===== src/rtl/fetch_sequencer.sv =====
// Instruction fetch sequencer: issues one memory read per instruction, holds the
// fetched word for the decoder, supports branch-redirect discards and memory timeouts.
module fetch_sequencer #(
    parameter int unsigned WAIT_LIMIT = 16
) (
    input  logic        clock,
    input  logic        clear,
    input  logic        run,
    input  logic        flush,
    input  logic [31:0] pc_in,
    output logic        inc_pc,
    output logic [31:0] mem_addr,
    output logic        mem_read,
    input  logic        mem_ready,
    input  logic [31:0] mem_data,
    output logic [31:0] ir_out,
    output logic        ir_valid,
    input  logic        ir_ack,
    output logic        fault,
    output logic [15:0] fetch_count
);

    localparam int unsigned ADDR_W  = 32;
    localparam int unsigned DATA_W  = 32;
    localparam int unsigned COUNT_W = 16;
    localparam int unsigned CNT_W   = 8;
    localparam logic [CNT_W-1:0] LAST_WAIT = CNT_W'(WAIT_LIMIT - 1);

    typedef enum logic [2:0] {
        S_IDLE,
        S_REQ,
        S_WAIT,
        S_HOLD,
        S_FAULT
    } state_t;

    state_t               state;
    state_t               state_next;
    state_t               resume;
    logic                 discard;
    logic                 discard_next;
    logic [CNT_W-1:0]     wait_cnt;
    logic [CNT_W-1:0]     wait_cnt_next;
    logic [ADDR_W-1:0]    mem_addr_next;
    logic                 mem_read_next;
    logic                 inc_pc_next;
    logic [DATA_W-1:0]    ir_out_next;
    logic                 ir_valid_next;
    logic                 fault_next;
    logic [COUNT_W-1:0]   fetch_count_next;

    // State and every output are registered here; all next values come from the block below.
    always_ff @(posedge clock or negedge clear) begin
        if (!clear) begin
            state       <= S_IDLE;
            discard     <= 1'b0;
            wait_cnt    <= '0;
            mem_addr    <= '0;
            mem_read    <= 1'b0;
            inc_pc      <= 1'b0;
            ir_out      <= '0;
            ir_valid    <= 1'b0;
            fault       <= 1'b0;
            fetch_count <= '0;
        end else begin
            state       <= state_next;
            discard     <= discard_next;
            wait_cnt    <= wait_cnt_next;
            mem_addr    <= mem_addr_next;
            mem_read    <= mem_read_next;
            inc_pc      <= inc_pc_next;
            ir_out      <= ir_out_next;
            ir_valid    <= ir_valid_next;
            fault       <= fault_next;
            fetch_count <= fetch_count_next;
        end
    end

    // Where to go once the current instruction is consumed or dropped.
    always_comb begin
        resume = run ? S_REQ : S_IDLE;
    end

    // Next-state and next-output logic.
    always_comb begin
        state_next       = state;
        discard_next     = discard;
        wait_cnt_next    = wait_cnt;
        mem_addr_next    = mem_addr;
        mem_read_next    = mem_read;
        inc_pc_next      = 1'b0;
        ir_out_next      = ir_out;
        ir_valid_next    = ir_valid;
        fault_next       = fault;
        fetch_count_next = fetch_count;

        case (state)
            S_IDLE: begin
                if (run) begin
                    state_next = S_REQ;
                end
            end

            S_REQ: begin
                mem_addr_next = pc_in;
                mem_read_next = 1'b1;
                wait_cnt_next = '0;
                discard_next  = flush;
                state_next    = S_WAIT;
            end

            S_WAIT: begin
                if (mem_ready) begin
                    // Ready beats the timeout; a flush in this same cycle still discards.
                    mem_read_next = 1'b0;
                    discard_next  = 1'b0;
                    if (discard || flush) begin
                        state_next = resume;
                    end else begin
                        ir_out_next      = mem_data;
                        ir_valid_next    = 1'b1;
                        inc_pc_next      = 1'b1;
                        fetch_count_next = fetch_count + COUNT_W'(1);
                        state_next       = S_HOLD;
                    end
                end else if (wait_cnt == LAST_WAIT) begin
                    mem_read_next = 1'b0;
                    fault_next    = 1'b1;
                    discard_next  = 1'b0;
                    state_next    = S_FAULT;
                end else begin
                    wait_cnt_next = wait_cnt + CNT_W'(1);
                    if (flush) begin
                        discard_next = 1'b1;
                    end
                end
            end

            S_HOLD: begin
                // Flush and ack leave the same way; flush only matters for intent.
                if (flush || ir_ack) begin
                    ir_valid_next = 1'b0;
                    state_next    = resume;
                end
            end

            S_FAULT: begin
                mem_read_next = 1'b0;
                ir_valid_next = 1'b0;
                fault_next    = 1'b1;
            end

            default: begin
                state_next = S_IDLE;
            end
        endcase
    end

endmodule


===== config.mk =====
export PLATFORM = sky130hd
export DESIGN_NAME = fetch_sequencer
export DESIGN_NICKNAME = d
export VERILOG_FILES = /design/src/rtl/fetch_sequencer.sv
export SDC_FILE = /design/constraint.sdc
export NUM_CORES = 1
export LEC_CHECK = 0
export CORE_MARGIN = 10
export CORE_UTILIZATION = 40
export CTS_CLUSTER_SIZE = 28
export DETAILED_ROUTE_END_ITERATION = 8
export HOLD_SLACK_MARGIN = 0.12
export PLACE_DENSITY = 0.85
export SKIP_CTS_REPAIR_TIMING = 1
export SYNTH_ARGS = -nofsm -noshare
export SYNTH_HDL_FRONTEND = slang
export SYNTH_SLANG_ARGS = --single-unit

===== constraint.sdc =====
create_clock -name clock -period 1.4 [get_ports clock]
set_input_delay 0.28 -clock clock [delete_from_list [all_inputs] [get_ports clock]]
set_output_delay 0.28 -clock clock [all_outputs]
set_load 0.01 [all_outputs]

==> impl_summary.log <==
[metrics] result of the run: complete, but fails checks
[metrics] violated checks: setup timing
[metrics] final worst-path cycle share: 114%
[metrics] IO Count: 154
[metrics] combinational share of power: between 40% and 50%
[metrics] Die Area: between 10,000 and 15,000 µm²
[metrics] Inserted Diodes: 0
[metrics] post-placement cell count: ~730
[metrics] ratio of cells with drive above 1 in the final layout: roughly a third
[metrics] clk sinks: 96
[metrics] primary flip-flop cell chosen by synthesis mapping: dfrtp_1
[metrics] Switching Share: between 30% and 40%
[metrics] placeable core region: 9730 µm²
[metrics] largest voltage drop on the vdd net: 1.04 mV
[metrics] standard cell area after detailed placement: roughly 6000 µm²
[metrics] minimum period implied by the final worst setup slack: ~1600 ps
[metrics] areal power density over the cells: between 1500 and 2000 nW/µm²
[metrics] sum of negative setup slack: -6880 ps
[metrics] final wirelength: between 15,000 and 20,000 µm
[metrics] via total after detailed routing: about 3,900
[metrics] remaining global-route overflow: 0
[metrics] routability congestion estimate from global placement: between 0.8 and 0.9
[metrics] post-synth net total: 497
[metrics] Worst Hold Class: primary input to asynchronous set/reset pin
[metrics] Setup Slack @ Placement: -495 ps
[metrics] height of the die: between 100 and 150 µm
[metrics] count of maximum capacitance violations: 0
[metrics] final hold slack: between 200 and 300 ps
[metrics] depth of the worst register-to-register path: 5
[metrics] RR Startpoint: state[0]
[metrics] violation count after the first detailed-routing iteration: 202
[metrics] Final Cell Area: 7400 µm²
[metrics] Clock Path Buffers: 2
[metrics] net switching power figure: 0.00473 W
[metrics] fraction of registers with async set/reset: 100%
[metrics] final hold viol count: 0
[metrics] maximum clock rate: 624 MHz
[metrics] filler instances: a little over 600
[metrics] clock tree from TritonCTS: yes
[metrics] total number of nets in the final design: 706
[metrics] highest net fanout along the worst path: 4
[metrics] part of the total power dissipated in sequential elements: 35.6%
[metrics] Area Growth Syn to Fin: 85.9%
[metrics] Slew @ Worst Pin: 315 ps
[metrics] arrival time reported for the critical path endpoint: ~1900 ps
[metrics] total standard cell area after synthesis: 3980 µm²
[metrics] Max Slew Vio Count: 0
[metrics] number of instances in the synthesized netlist: between 400 and 500
[metrics] clock-pin transition on the worst setup and hold timing paths: 90 ps
[metrics] clock network fraction of total power: ~14%
[metrics] setup violation total in the final timing report: 90
[metrics] design internal power: roughly 0.0079 W
[metrics] GR Util All Layers: ~16%
[metrics] post-detailed-placement half-perimeter wirelength: approximately 9000 µm
[metrics] maximum number of pins on one net before global-route repair: 55
[metrics] TritonCTS Buffers: 9
[metrics] most common cell after layout, fill and taps aside: nand2_1
[metrics] worst-skew pair later-pin latency: ~360 ps
[metrics] number of flip-flops and latches in the synthesized netlist: 96
[metrics] worst r2r dst: fetch_count[11]
[metrics] via count of the first global-routing pass: 3,803
[metrics] wire length of the first global-routing pass: roughly 19,000 µm
[metrics] critical path required time: about 1700 ps
[metrics] Site Rows: 36
[metrics] master cell of the clock root buffer: clkbuf_8
[metrics] final cell count without fillers: a little under 800
[metrics] setup repair after global routing missed its margin: true
[metrics] starting utilization of the core area: between 40% and 50%
[metrics] input/output buffers: between 150 and 200
[metrics] DRC viols: 0
[metrics] detail-routed net length per standard cell: 19.6 µm
[metrics] slack of the worst reg-to-reg path: -200 ps
[metrics] chip width: approximately 120 µm
[metrics] Seq/Total Area, Yosys: about 60%
[metrics] Worst Clk Skew: about 15 ps
[metrics] H-tree levels: 3
[metrics] distinct cell type count of the synthesized netlist: 38
[metrics] PnR worst setup slack: -202 ps
[metrics] crit path capture type: flop
[metrics] Warnings, synthesis: 0
[metrics] post-route ant nets: 0
[metrics] startpoint kind of the worst setup timing path: flop
[metrics] Mean Syn Cell Area: roughly 9.4 µm²
[metrics] worst slew margin relative to its limit: around 79%
[metrics] most frequent cells in the layout: 99 x nand2_1, 91 x dfrtp_1, 84 x dlymetal6s2s_1, 71 x nand2_2, 68 x clkdlybuf4s50_1
[metrics] initial antenna violation count: 0
[metrics] number of detailed-routing iterations run before antenna repair: 4
[metrics] leakage power figure: roughly 4.5 nW
[metrics] Worst Path Class, Setup: flop to flop
[metrics] Post-synth EDFFs: 0
[metrics] via density per instance: 5.01
[registers in the layout, indices dropped and copies added, names as in the netlist]
signal,cells
fault,1
inc_pc,1
mem_addr,32
discard,1
ir_valid,1
mem_read,1
wait_cnt,8
fetch_count,16
ir_out,32
state,3
[how the worst max path moves through the flow]
stage          depth (start not counted)  slack [ps]            from              end
6_report                               5        -200        state[0]  fetch_count[11]
5_1_grt                                5        -250        state[0]  fetch_count[11]
2_1_floorplan                          5          10        state[0]      wait_cnt[2]
3_3_place_gp                           6        -460           flush  fetch_count[11]
3_5_place_dp                           6        -500           flush  fetch_count[11]
4_1_cts                                1        -310  fetch_count[0]   fetch_count[0]
[kinds of logic after synthesis]
logic type	count (synthesis)	share of synthesized area, %
fa+ha+maj	2	0.629
xor+xnor	16	3.52
mux	2	0.503
simple gates	260	28.0
compound gates	28	4.21
flops	96	60.4
buf+inv	21	2.73
[Yosys cell counts, types with 2 or more instances]
| cell type | n | area share [%] |
|---|---|---|
| buf_2 | 12 | 1.5 |
| nand3_1 | 10 | 1.3 |
| inv_1 | 2 | 0.19 |
| a21oi_1 | 5 | 0.63 |
| a31oi_1 | 2 | 0.31 |
| nand2_1 | 207 | 20 |
| o21ai_0 | 11 | 1.4 |
| dfrtp_1 | 96 | 60 |
| nor2_1 | 12 | 1.1 |
| nor3b_1 | 2 | 0.38 |
| nor2b_1 | 2 | 0.31 |
| o22ai_1 | 2 | 0.31 |
| and4_1 | 4 | 0.88 |
| xnor2_1 | 13 | 2.9 |
| mux2i_1 | 2 | 0.50 |
| ha_1 | 2 | 0.63 |
| nor4b_4 | 2 | 1.2 |
| buf_6 | 2 | 0.57 |
| nand4_1 | 9 | 1.4 |
| clkbuf_1 | 4 | 0.38 |
| xor2_1 | 3 | 0.66 |
| and3_1 | 5 | 0.79 |
[metal layers]
layer | up-vias | global-route usage, % | part of all wire (%)
met5 | - | 0 | 0
met2 | 146 | 27.6 | 53
li1 | 1789 | - | -
met4 | 0 | 7.47 | 3.2
met3 | 33 | 6.80 | 7.7
met1 | 1890 | 17.2 | 36
[power groups by stage]
| stage | registers, W | clock network, W | logic [W] |
|---|---|---|---|
| global route | 0.00463 | 0.00200 | 0.00682 |
| CTS | 0.00444 | 0.00186 | 0.00513 |
| detailed placement | 0.00448 | 0 | 0.00510 |
| global placement | 0.00441 | 0 | 0.00496 |
| floorplan | 0.00484 | 0 | 0.00163 |
| finish | 0.00450 | 0.00184 | 0.00630 |
[critical path, cell delays in order, from the launching register on]
cell and delay [ps]:
dfrtp_2 450, nor4b_4 350, buf_4 180, and4_4 240, nand4_1 130, xnor2_1 160
[area by class of cell]
cell class | instances | area (µm²) | share of cell area [%]
clock buffer | 11 | 151 | 2.05
clock inverter | 3 | 42.5 | 0.575
inverter | 3 | 26.3 | 0.355
multi-input combinational | 308 | 2080 | 28.1
sequential | 96 | 2410 | 32.6
tap | 133 | 166 | 2.25
timing repair buffer | 215 | 2510 | 33.9
timing repair inverter | 1 | 16.3 | 0.220
[per-stage QoR]
| stage | total power, W | util, % |
|---|---|---|
| after global routing | 0.0135 | 76.0 |
| after detailed placement | 0.00958 | 60.8 |
| after CTS | 0.0114 | 62.8 |
| after floorplan | 0.00647 | - |
| final | 0.0126 | 76.0 |
| after global placement | 0.00937 | 60.8 |
Note: power is estimated with default switching activity, not from simulation.
